## config.mk

```make
export PLATFORM = sky130hd
export DESIGN_NAME = mips32_reg_dump
export DESIGN_NICKNAME = d
export VERILOG_FILES = /design/src/rtl/mips32_dbg_pkg.sv /design/src/rtl/mips32_word_ser.sv /design/src/rtl/mips32_reg_dump.sv
export SDC_FILE = /design/constraint.sdc
export NUM_CORES = 1
export LEC_CHECK = 0
export BUFFER_PORTS_ARGS = -buffer_cell sky130_fd_sc_hd__buf_2
export CORE_ASPECT_RATIO = 1.75
export CORE_MARGIN = 5
export CORE_UTILIZATION = 35
export DETAILED_ROUTE_END_ITERATION = 6
export GPL_TIMING_DRIVEN = 0
export PLACE_DENSITY_LB_ADDON = 0.2
export SETUP_SLACK_MARGIN = 0.02
export SLEW_MARGIN = 20
export SYNTH_ARGS = -nofsm -noshare
export SYNTH_HDL_FRONTEND = slang
export SYNTH_HIERARCHICAL = 1
export SYNTH_SLANG_ARGS = --single-unit
```

## constraint.sdc

```tcl
create_clock -name clk1 -period 2.4 [get_ports clk1]
set_input_delay 0.36 -clock clk1 [delete_from_list [all_inputs] [get_ports clk1]]
set_output_delay 0.36 -clock clk1 [all_outputs]
set_load 0.005 [all_outputs]
```

## src/rtl/mips32_dbg_pkg.sv

```systemverilog
// Shared definitions for the post-halt register dump engine.
package mips32_dbg_pkg;

  localparam logic [7:0] DUMP_SOF = 8'hA5;
  localparam int         REG_AW   = 5;

  typedef enum logic [2:0] {
    IDLE,
    SOF,
    CNT,
    RD,
    CAP,
    SEND,
    CK,
    FIN
  } dump_state_t;

endpackage

```

## src/rtl/mips32_word_ser.sv

```systemverilog
// 32-bit word to 4-byte MSB-first serializer with valid/ready and a last flag.
module mips32_word_ser (
  input  logic        clk1,
  input  logic        rst,
  input  logic        clr,
  input  logic        load,
  input  logic [31:0] word,
  output logic [7:0]  byte_out,
  output logic        valid,
  input  logic        ready,
  output logic        last
);

  logic [31:0] sreg;
  logic [1:0]  idx;

  // Byte index and valid flag: armed by load, advanced per handshake, dropped after byte 3
  always_ff @(posedge clk1 or posedge rst) begin
    if (rst) begin
      idx   <= '0;
      valid <= 1'b0;
    end else if (clr) begin
      idx   <= '0;
      valid <= 1'b0;
    end else if (load) begin
      idx   <= '0;
      valid <= 1'b1;
    end else if (valid && ready) begin
      idx <= idx + 2'd1;
      if (idx == 2'd3) begin
        valid <= 1'b0;
      end
    end
  end

  // Data shift register: the current byte always sits in the top 8 bits
  always_ff @(posedge clk1) begin
    if (load) begin
      sreg <= word;
    end else if (valid && ready) begin
      sreg <= {sreg[23:0], 8'h00};
    end
  end

  assign byte_out = sreg[31:24];
  assign last     = (idx == 2'd3);

endmodule

```

## src/rtl/mips32_reg_dump.sv

```systemverilog
// Post-halt register-file dump: reads R0..R(NUM_REGS-1) through the debug port
// and streams A5, count, register bytes MSB-first, XOR checksum.
module mips32_reg_dump
  import mips32_dbg_pkg::*;
#(
  parameter int NUM_REGS = 32
) (
  input  logic              clk1,
  input  logic              rst,
  input  logic              halted,
  output logic              rd_en,
  output logic [REG_AW-1:0] rd_addr,
  input  logic [31:0]       rd_data,
  output logic [7:0]        tx_data,
  output logic              tx_valid,
  input  logic              tx_ready,
  output logic              busy,
  output logic              done
);

  localparam logic [REG_AW-1:0] LAST_K     = REG_AW'(NUM_REGS - 1);
  localparam logic [7:0]        COUNT_BYTE = 8'(NUM_REGS);

  dump_state_t       state;
  dump_state_t       state_next;
  logic              halted_q;
  logic              rise;
  logic              abort;
  logic              accept;
  logic [REG_AW-1:0] k;
  logic              k_clr;
  logic              k_inc;
  logic [7:0]        checksum;
  logic              ck_clr;
  logic              ck_upd;
  logic [7:0]        hdr_data;
  logic [7:0]        hdr_data_next;
  logic              hdr_valid;
  logic              hdr_valid_next;
  logic              ser_load;
  logic              ser_clr;
  logic              ser_ready;
  logic              ser_valid;
  logic              ser_last;
  logic [7:0]        ser_byte;

  assign rise      = halted & ~halted_q;
  assign abort     = (state != IDLE) & ~halted;
  assign accept    = tx_valid & tx_ready;
  assign ser_ready = (state == SEND) & tx_ready;

  // Header/checksum bytes come from hdr_*, register bytes from the serializer;
  // the two valids are never high together.
  assign tx_valid = hdr_valid | ser_valid;
  assign tx_data  = ser_valid ? ser_byte : hdr_data;

  assign rd_en   = (state == RD);
  assign rd_addr = k;
  assign busy    = (state != IDLE) && (state != FIN);
  assign done    = (state == FIN);

  mips32_word_ser u_ser (
    .clk1     (clk1),
    .rst      (rst),
    .clr      (ser_clr),
    .load     (ser_load),
    .word     (rd_data),
    .byte_out (ser_byte),
    .valid    (ser_valid),
    .ready    (ser_ready),
    .last     (ser_last)
  );

  // State register, halted history, register index, checksum and header byte
  always_ff @(posedge clk1 or posedge rst) begin
    if (rst) begin
      state     <= IDLE;
      halted_q  <= 1'b0;
      k         <= '0;
      checksum  <= '0;
      hdr_valid <= 1'b0;
      hdr_data  <= '0;
    end else begin
      state     <= state_next;
      halted_q  <= halted;
      hdr_valid <= hdr_valid_next;
      hdr_data  <= hdr_data_next;
      if (k_clr) begin
        k <= '0;
      end else if (k_inc) begin
        k <= k + 1'b1;
      end
      if (ck_clr) begin
        checksum <= '0;
      end else if (ck_upd) begin
        checksum <= checksum ^ ser_byte;
      end
    end
  end

  // Next-state and control decode; halted dropping mid-frame abandons the frame
  always_comb begin
    state_next     = state;
    hdr_valid_next = hdr_valid;
    hdr_data_next  = hdr_data;
    ser_load       = 1'b0;
    ser_clr        = 1'b0;
    ck_clr         = 1'b0;
    ck_upd         = 1'b0;
    k_clr          = 1'b0;
    k_inc          = 1'b0;
    if (abort) begin
      state_next     = IDLE;
      hdr_valid_next = 1'b0;
      ser_clr        = 1'b1;
    end else begin
      case (state)
        IDLE: begin
          if (rise) begin
            state_next = SOF;
            ck_clr     = 1'b1;
            k_clr      = 1'b1;
          end
        end
        SOF: begin
          if (!hdr_valid) begin
            hdr_valid_next = 1'b1;
            hdr_data_next  = DUMP_SOF;
          end else if (accept) begin
            state_next    = CNT;
            hdr_data_next = COUNT_BYTE;
          end
        end
        CNT: begin
          if (accept) begin
            state_next     = RD;
            hdr_valid_next = 1'b0;
          end
        end
        RD: begin
          state_next = CAP;
        end
        CAP: begin
          ser_load   = 1'b1;
          state_next = SEND;
        end
        SEND: begin
          if (accept) begin
            ck_upd = 1'b1;
            if (ser_last) begin
              if (k == LAST_K) begin
                state_next     = CK;
                hdr_valid_next = 1'b1;
                hdr_data_next  = checksum ^ ser_byte;
              end else begin
                state_next = RD;
                k_inc      = 1'b1;
              end
            end
          end
        end
        CK: begin
          if (accept) begin
            state_next     = FIN;
            hdr_valid_next = 1'b0;
          end
        end
        FIN: begin
          state_next = IDLE;
        end
        default: begin
          state_next     = IDLE;
          hdr_valid_next = 1'b0;
        end
      endcase
    end
  end

endmodule

```

==> results of run 1 <==
[per-stage QoR]
step | hold slack [ps] | TNS [ps] | power, uW | worst slack, ps
finish | 149 | 0 | 3620 | 259
floorplan | 114 | 0 | 2090 | 210
detailed placement | 251 | -10800 | 2410 | -339
global placement | 249 | -12370 | 2390 | -388
global route | 146 | 0 | 3850 | 112
CTS | 139 | 0 | 3690 | 36.2
[what timing repair did]
item                                   CTS  global route
resized for setup                        3             2
endpoints found under the hold margin    3             0
hold buffers                             1             0
pin swaps                                0             0
setup endpoints to repair               32            32
[critical path: stages (launching register included)]
cell and delay (ps):
dfrtp_1 410, inv_1 110, ha_1 140, buf_2 290, o2111a_1 250, buf_6 150, o2111ai_4 190, or3_1 390
a21oi_1 140
[area by class of cell]
class	count	area [sq um]	share of cell area
flip-flops and latches	61	1690	0.416
clock buffers	15	258	0.0636
inverters	10	37.5	0.00926
repair buffers	53	270	0.0667
clock inverters	1	30.0	0.00741
plain buffers	20	169	0.0417
well taps	122	153	0.0377
multi-input cells	169	1450	0.357
[cell usage in the layout (no fill, tap or decap), types with 4 or more instances in the layout]
cell type,count
ha_1,9
buf_2,57
mux2_4,21
nor2_1,19
o21ai_0,5
mux2_2,20
xnor2_1,8
and2_1,9
and3_1,4
edfxtp_1,32
clkbuf_16,9
nand2_1,6
a21oi_1,9
nand3_1,13
dfrtp_1,29
xor2_1,9
clkbuf_1,5
inv_1,9
buf_4,8
[flip-flops by register name, summed over array words and instances (netlist names)]
name / cells
hdr_data: 8
checksum: 8
u_ser/sreg: 32
rd_addr: 5
state: 3
halted_q: 1
u_ser/valid: 1
u_ser/idx: 2
hdr_valid: 1
[metal layers]
metal	part of all wire	up-vias
met3	0.056	12
met5	0	-
met2	0.53	64
met4	0.025	0
li1	-	1052
met1	0.39	1035
[where the power goes]
part	switching, uW	internal (uW)
sequential	79.0	1230
combinational	547	515
clock	420	832
total	1050	2580
[path summary, 6_finish.rpt]
check                           depth (start not counted)  slack, ps                     from                        to
worst max-delay path                                    8        260     state[1]$_DFFE_PP0P_    rd_addr[3]$_DFFE_PP0P_
worst min-delay path                                    1        150                   halted        halted_q$_DFF_PP0_
worst max register to register                          8        260     state[1]$_DFFE_PP0P_    rd_addr[3]$_DFFE_PP0P_
worst min register to register                          1        500  hdr_data[1]$_DFFE_PP0P_   hdr_data[1]$_DFFE_PP0P_
max in group asynchronous                               3       1350                      rst      state[1]$_DFFE_PP0P_
min in group asynchronous                               3        460                      rst  u_ser/idx[1]$_DFFE_PP0P_
[kinds of logic after synthesis]
family | Yosys count
fa+ha+maj | 9
compound gates | 32
mux | 44
buf+inv | 31
simple gates | 67
xor+xnor | 17
flops | 61
==> metrics.cfg, run 1 <==
[outcome]
status=completed

[cells_and_area]
final_util=0.431
antenna_cells=0
final_cell_area_sq_mm=0.00405
final_cells=451
fillerInstances=936
nNetsFinal=369
syn2layout_area_growth_pct=21.8
drive_above_1_share=0.410

[synth]
syn_avg_cell_area_sq_um=12.7
synth_area_leaders=edfxtp_1 (29%), dfrtp_1 (22%), mux2_4 (9.5%)
synth-adder-area-share=0.0339
synth_top_family_by_area=multiplexers
yosysTopAreaCell=edfxtp_1
netlist.area_leader.share=0.289
ys.flop_type=edfxtp_1
ys_ff_latch=61
synth_simple_gate_area_frac=0.105
netlist_area_sq_mm=0.00333
ys_warn_count=6
syn_nets=306
synth_enable_flop_cells=32
synth.most_common_cell=edfxtp_1
synthXorXnorAreaFrac=0.0448
ys_seq_area_frac=0.507
synthArstFlopShare=0.475
synth-compound-area-share=0.0752
synth_mux_area_frac=0.172
synth_cell_types=44
synth_common_cells=edfxtp_1 (32), dfrtp_1 (29), mux2_4 (21)
synth_cells=261

[setup_path]
cp-end-kind=flop
cp_data_required_time_ps=2660
cp-start-kind=flop
worstSetupPathType=flop to flop
worstPathArrival_ps=2400
crit_fanout=17

[clock_tree]
cts-root-buf=clkbuf_16
tritoncts=done
path_clk_slew_ps=50
cts_buffers=9
clk_latency_ps=330
htree_levels=3
cts_setup_buffers=0
clock_path_buffers=2
clock-sinks=61

[global_routing]
grt_max_degree=33
grt-ovfl-total=0
grt_use_met3=0.0297
top_usage_layer=met2
grt_pass1_wl_um=11300
gr-usage-met1=0.136
grt_usage=0.125
antenna_found_initial=0
gr-usage-met2=0.214
grt_pass1_vias=2266

[hold_path]
hold_path.class=primary input to flop

[place]
dp.cells=435
place_area_sq_mm=0.00374
gp_congestion=0.805
port_buffers=52
dp_hpwl_um=4910

[route]
wl_per_cell_um=14.9
drt_iter0_drc=91
wl_um=6730
ant_nets=0
drc_errors=0
avgViaCountPerCell=4.80
drt_first_pass_iters=4
dr_total_vias=2163

[die]
die_y_um=139
num_rows=47
die-area_sq_mm=0.0116
ios=53
fp.coreArea_sq_mm=0.00941
die_x_um=83.7
start_util=0.353

[timing]
worst_pin_slew_ps=589
slew_headroom=0.607
skew_ps=4.83
fin_crit_ps=2140
fmax_mhz=467
hold_viol=0
slew_viol_final=0
post-route-period-util=0.892
rsz0062_at_grt=false
finalSetupViolCount=0

[job]
drv_cap=0

[pwr]
ir_drop_v=0.000445
power_density_mw_per_mm2=895
p_leak_uw=0.00179

No activity file was read; power rests on OpenSTA's default activity.
==> run 2, diff against run 1 <==
- ABC_AREA: not set -> 1
- REMOVE_ABC_BUFFERS: not set -> 1
==> run 2 against run 1 <==
Effect of this change:
- hold slack gained 81 ps
- register-to-register slack is essentially flat
- clock-buffer cell count grew 1
- clock power is essentially flat
- final area shrank 2.7%
- critical endpoint is now u_ser/sreg[11]$_DFFE_PP_
- largest power group unchanged
- highest routed layer unchanged
==> metrics.cfg, run 2 <==
[synth]
synth_enable_flop_cells=32
syn_avg_cell_area_sq_um=8.83
synth.most_common_cell=nand2_1
ys_warn_count=6
netlist.area_leader.share=0.288
synthArstFlopShare=0.475
synth_area_leaders=edfxtp_1 (29%), dfrtp_1 (22%), nand2_1 (18%)
synth_common_cells=nand2_1 (158), edfxtp_1 (32), dfrtp_1 (29)
yosysTopAreaCell=edfxtp_1
netlist_area_sq_mm=0.00334
ys_ff_latch=61
synth_cell_types=31
ys_seq_area_frac=0.505
synth_cells=378
ys.flop_type=edfxtp_1

[clock_tree]
cts_buffers=9
path_clk_slew_ps=50
htree_levels=3
clk_latency_ps=330
tritoncts=done
cts-root-buf=clkbuf_16
clock_path_buffers=2
clock-sinks=61

[timing]
finalSetupViolCount=0
slew_headroom=0.609
skew_ps=5.64
worst_pin_slew_ps=585
rsz0062_at_grt=false
fmax_mhz=466
hold_viol=0
hold_ws_ps=231
setup_tns_ps=0
fin_crit_ps=2150
slew_viol_final=0
post-route-period-util=0.895

[pwr]
combPwrFrac=0.313
p_switching_uw=1310
seqPwrFrac=0.358
p_leak_uw=0.00202
ir_drop_v=0.000408
clockPowerShare=0.329
swShare=0.338
power_density_mw_per_mm2=984
p_int_uw=2570

[route]
wl_um=6710
drt_first_pass_iters=4
dr_total_vias=2438
drt_iter0_drc=104
drc_errors=0
avgViaCountPerCell=4.41
ant_nets=0
wl_per_cell_um=12.1

[global_routing]
grt_max_degree=33
grt_usage=0.122
grt_pass1_wl_um=11400
gr-usage-met1=0.130
top_usage_layer=met2
grt_use_met3=0.0232
grt_pass1_vias=2527
antenna_found_initial=0
grt-ovfl-total=0
gr-usage-met2=0.221

[setup_path]
worst_path_most_repeated_cell=nand2_4
cp_data_required_time_ps=2370
cp-end-kind=flop
worstSetupPathType=flop to flop
worstPathArrival_ps=2120
slowest_delay_ps=420
cp-start-kind=flop
crit_fanout=32
ff2ff_setup_slack_ps=250
crit_slowest_cell=dfrtp_1
path_cells=inv_1, ha_1, nand2_4, nor2_1, nand2_1, nand2_4

[cells_and_area]
largest_reg_flops=32
mostFrequentLayoutCells=nand2_1 (157), buf_2 (52), edfxtp_1 (32)
layout_commonest_cell=nand2_1
nNetsFinal=471
regMostFlops=u_ser/sreg
fillerInstances=990
antenna_cells=0
reg_top3=u_ser/sreg x32, checksum x8, hdr_data x8
syn2layout_area_growth_pct=18.2
final_util=0.419
drive_above_1_share=0.246

[job]
drv_cap=0

[hold_path]
hold_path.class=primary input to flop

[die]
num_rows=47
ios=53
fp.coreArea_sq_mm=0.00941
start_util=0.355
die_x_um=83.8
die-area_sq_mm=0.0117
die_y_um=139

[place]
gp_congestion=0.825
port_buffers=52
dp_hpwl_um=4880

[outcome]
status=completed

## run 2: cell count changes after synthesis, moves of 12 or more
cell,before,now
nand3_1,13,25
mux2_4,21,0
inv_1,10,27
nand2_1,7,158
mux2_2,20,0
## run 2: worst max-delay path: cells and delay by family, from the launching register on
| kind | cells | cell delay [ps] |
|---|---|---|
| adders and majority gates | 1 | 290 |
| buffers and inverters | 1 | 90 |
| DFF | 1 | 420 |
| and+or+nand+nor | 4 | 960 |
## run 2: per-stage QoR
stage | cells | cell area [sq um] | setup slack [ps] | power, uW
after floorplan | 359 | 3160 | -979 | 2270
after global placement | 533 | 3570 | -2330 | 2590
after detailed placement | 534 | 3610 | -208 | 2630
after CTS | 551 | 3930 | 33.2 | 3940
after global routing | 553 | 3940 | 39.6 | 4160
final | 553 | 3940 | 252 | 3880
## run 2: what timing repair did
action | CTS | global route
endpoints found under the hold margin | 3 | 0
endpoints found under the setup margin | 32 | 32
pin swaps | 0 | 1
setup buffers | 0 | 2
resized for setup | 1 | 0
hold buffers | 1 | 0
cloned | 0 | 0
## run 2: routing by layer
layer	vias up	wire length, um
met5	-	0
met3	12	294
li1	1284	-
met1	1090	2690
met2	52	3570
met4	0	166
## run 2: final cells by class
type                    count  area (sq um)  share of cell area
well taps                 122           153              0.0387
flip-flops and latches     61          1690               0.428
clock buffers              16           303              0.0768
multi-input cells         264          1350               0.343
repair buffers             56           313              0.0793
inverters                  34           138              0.0349
## run 2: power by group through the flow
stage | Clock, uW | Sequential, uW | Combinational, uW
after floorplan | 0 | 1380 | 892
final | 1280 | 1390 | 1210
after global routing | 1370 | 1400 | 1390
after CTS | 1320 | 1390 | 1230
after detailed placement | 0 | 1410 | 1220
after global placement | 0 | 1400 | 1190
## run 2: cell families (layout without fill, tap and decap cells)
| group | count (synthesis) | after routing | share of synthesized area |
|---|---|---|---|
| fa+ha+maj | 9 | 9 | 0.0337 |
| flops | 61 | 61 | 0.505 |
| xor+xnor | 10 | 10 | 0.0262 |
| buf+inv | 53 | 106 | 0.0941 |
| compound gates | 20 | 20 | 0.0465 |
| simple gates | 225 | 225 | 0.294 |
## run 2: worst paths after layout
path	endpoint	cells past startpoint	from
max	u_ser/sreg[11]$_DFFE_PP_	6	state[1]$_DFFE_PP0P_
min	halted_q$_DFF_PP0_	1	halted
max reg2reg	u_ser/sreg[11]$_DFFE_PP_	6	state[1]$_DFFE_PP0P_
min reg2reg	hdr_data[5]$_DFFE_PP0P_	2	hdr_data[5]$_DFFE_PP0P_
max in group asynchronous	checksum[5]$_DFFE_PP0P_	3	rst
min in group asynchronous	u_ser/idx[0]$_DFFE_PP0P_	3	rst
==> run 3, diff against run 2 <==
- BUFFER_PORTS_ARGS: -buffer_cell sky130_fd_sc_hd__buf_2 -> not set
- CAP_MARGIN: not set -> 15
- DONT_BUFFER_PORTS: not set -> 1
==> run 3 against run 2 <==
Effect of this change:
- the flow now finishes with violations (hold timing)
- flip-flop and latch count unchanged
- power is 2.8% lower
- utilization is 3.0 points lower
- sequential power about the same
- die area unchanged
- critical path depth grew 1
- global-route usage increased by 0.20 points
- cell count decreased by 9.8%
- sequential share of layout area increased by 3.3 points
- via count down 6.6%
- hold slack lost 260 ps
==> metrics.cfg, run 3 (synthesis gave the netlist of run 2 again) <==
[outcome]
status=complete, but fails checks
violations=hold timing

[pwr]
combPwrFrac=0.289
clockPowerShare=0.343
seqPwrFrac=0.368
p_int_uw=2450
p_leak_uw=0.00179
swShare=0.351
power_density_mw_per_mm2=1030
ir_drop_v=0.000446
p_switching_uw=1320

[setup_path]
crit_fanout=33
cp_data_required_time_ps=2370
cp-end-kind=flop
crit_slowest_cell=dfrtp_1
cp-start-kind=flop
path_cells=inv_1, ha_1, nand2_1, nor2_4, buf_12, inv_6, nand2_4
slowest_delay_ps=410
worstSetupPathType=flop to flop
worstPathArrival_ps=2150

[die]
die-area_sq_mm=0.0117
num_rows=47
die_x_um=83.8
ios=53
die_y_um=139
start_util=0.355
fp.coreArea_sq_mm=0.00941

[clock_tree]
tritoncts=done
cts_setup_buffers=0
clock_path_buffers=2
clock-sinks=61
path_clk_slew_ps=50
htree_levels=3
clk_latency_ps=330
cts_buffers=9
cts-root-buf=clkbuf_16

[timing]
post-route-period-util=0.909
setup_ws_ps=219
finalSetupViolCount=0
slew_viol_final=0
fin_crit_ps=2180
hold_ws_ps=-25.3
worst_pin_slew_ps=587
fmax_mhz=458
rsz0062_at_grt=false
slew_headroom=0.608
skew_ps=5.03
hold_viol=26

[global_routing]
grt_pass1_wl_um=11500
grt_max_degree=34
grt-ovfl-total=0
antenna_found_initial=0
grt_pass1_vias=2390
grt_usage=0.124

[route]
avgViaCountPerCell=4.56
wl_um=6640
ant_nets=0
wl_per_cell_um=13.3
dr_total_vias=2276
drt_first_pass_iters=4
drt_iter0_drc=96
drc_errors=0

[cells_and_area]
final_cell_area_sq_mm=0.00366
syn2layout_area_growth_pct=9.75
mostFrequentLayoutCells=nand2_1 (157), edfxtp_1 (32), dfrtp_1 (29)
multi_input_area_sq_mm=0.00135
drive_above_1_share=0.146
regMostFlops=u_ser/sreg
seq_area_sq_mm=0.00169
final_cells=499
layout_commonest_cell=nand2_1
nNetsFinal=417
largest_reg_flops=32
reg_top3=u_ser/sreg x32, checksum x8, hdr_data x8
fillerInstances=955
antenna_cells=0

[place]
dp.cells=482
dp_hpwl_um=4650
port_buffers=0
place_area_sq_mm=0.00334
gp_congestion=0.766
pre_cts_ws_ps=-66.3

[hold_path]
hold_path.class=primary input to async pin

[job]
drv_cap=0

==> run 3: cell count changes in the layout (fill, tap and decap cells not counted), moves of 2 or more <==
cell,previous run,this run
buf_4,2,0
clkinv_2,0,3
buf_2,52,0
clkbuf_1,3,0
clkbuf_8,3,0
==> run 3: stage by stage <==
| step | setup TNS (ps) | hold WS [ps] | util | power [uW] |
|---|---|---|---|---|
| after floorplan | -36250 | 114 | - | 2270 |
| after detailed placement | -2060 | 129 | 0.355 | 2520 |
| after CTS | 0 | 43.4 | 0.389 | 3840 |
| after global placement | -101140 | 129 | 0.352 | 2490 |
| after global routing | 0 | 24.6 | 0.389 | 4050 |
| final | 0 | -25.3 | 0.389 | 3770 |
==> run 3: worst max-delay path, delay by kind of cell, from the launching register on <==
family                     cells  cell delay [ps]
adders and majority gates      1              270
and+or+nand+nor                3              660
buffers and inverters          3              440
DFF                            1              410
==> run 3: path summary, 6_finish.rpt <==
path                                    startpoint                  endpoint  slack, ps  cells past startpoint
max in group asynchronous                      rst  u_ser/idx[0]$_DFFE_PP0P_       1920                      2
min in group clk1                           halted        halted_q$_DFF_PP0_         60                      0
setup / recovery              state[0]$_DFFE_PP0P_  u_ser/sreg[24]$_DFFE_PP_        220                      7
setup reg to reg              state[0]$_DFFE_PP0P_  u_ser/sreg[24]$_DFFE_PP_        220                      7
hold / removal                                 rst      state[0]$_DFFE_PP0P_        -30                      1
hold reg to reg            hdr_data[5]$_DFFE_PP0P_   hdr_data[5]$_DFFE_PP0P_        480                      2
==> run 3: final cells by class <==
cell class,count,area share
Sequential cell,61,0.461
Clock inverter,5,0.00786
Inverter,34,0.0376
Clock buffer,11,0.0752
Tap cell,122,0.0417
Multi-Input combinational cell,264,0.369
Timing Repair Buffer,2,0.00820
==> run 3: routing by layer <==
| metal | GRT usage | vias up | wire [um] |
|---|---|---|---|
| met3 | 0.0369 | 8 | 374 |
| met5 | 0 | - | 0 |
| met2 | 0.218 | 52 | 3580 |
| met4 | 0.0610 | 0 | 101 |
| met1 | 0.133 | 1042 | 2580 |
| li1 | - | 1174 | - |
==> run 3: power groups by stage <==
stage / registers (uW) / logic, uW / clock network [uW]
after CTS: 1390 / 1120 / 1340
final: 1390 / 1090 / 1290
after global placement: 1400 / 1090 / 0
after detailed placement: 1410 / 1110 / 0
after floorplan: 1380 / 892 / 0
after global routing: 1410 / 1250 / 1390
==> run 3: timing repair <==
item,4_1_cts,5_1_grt
endpoints found under the setup margin,32,0
hold buffers,1,0
resized for setup,1,0
hold endpoints to repair,3,0
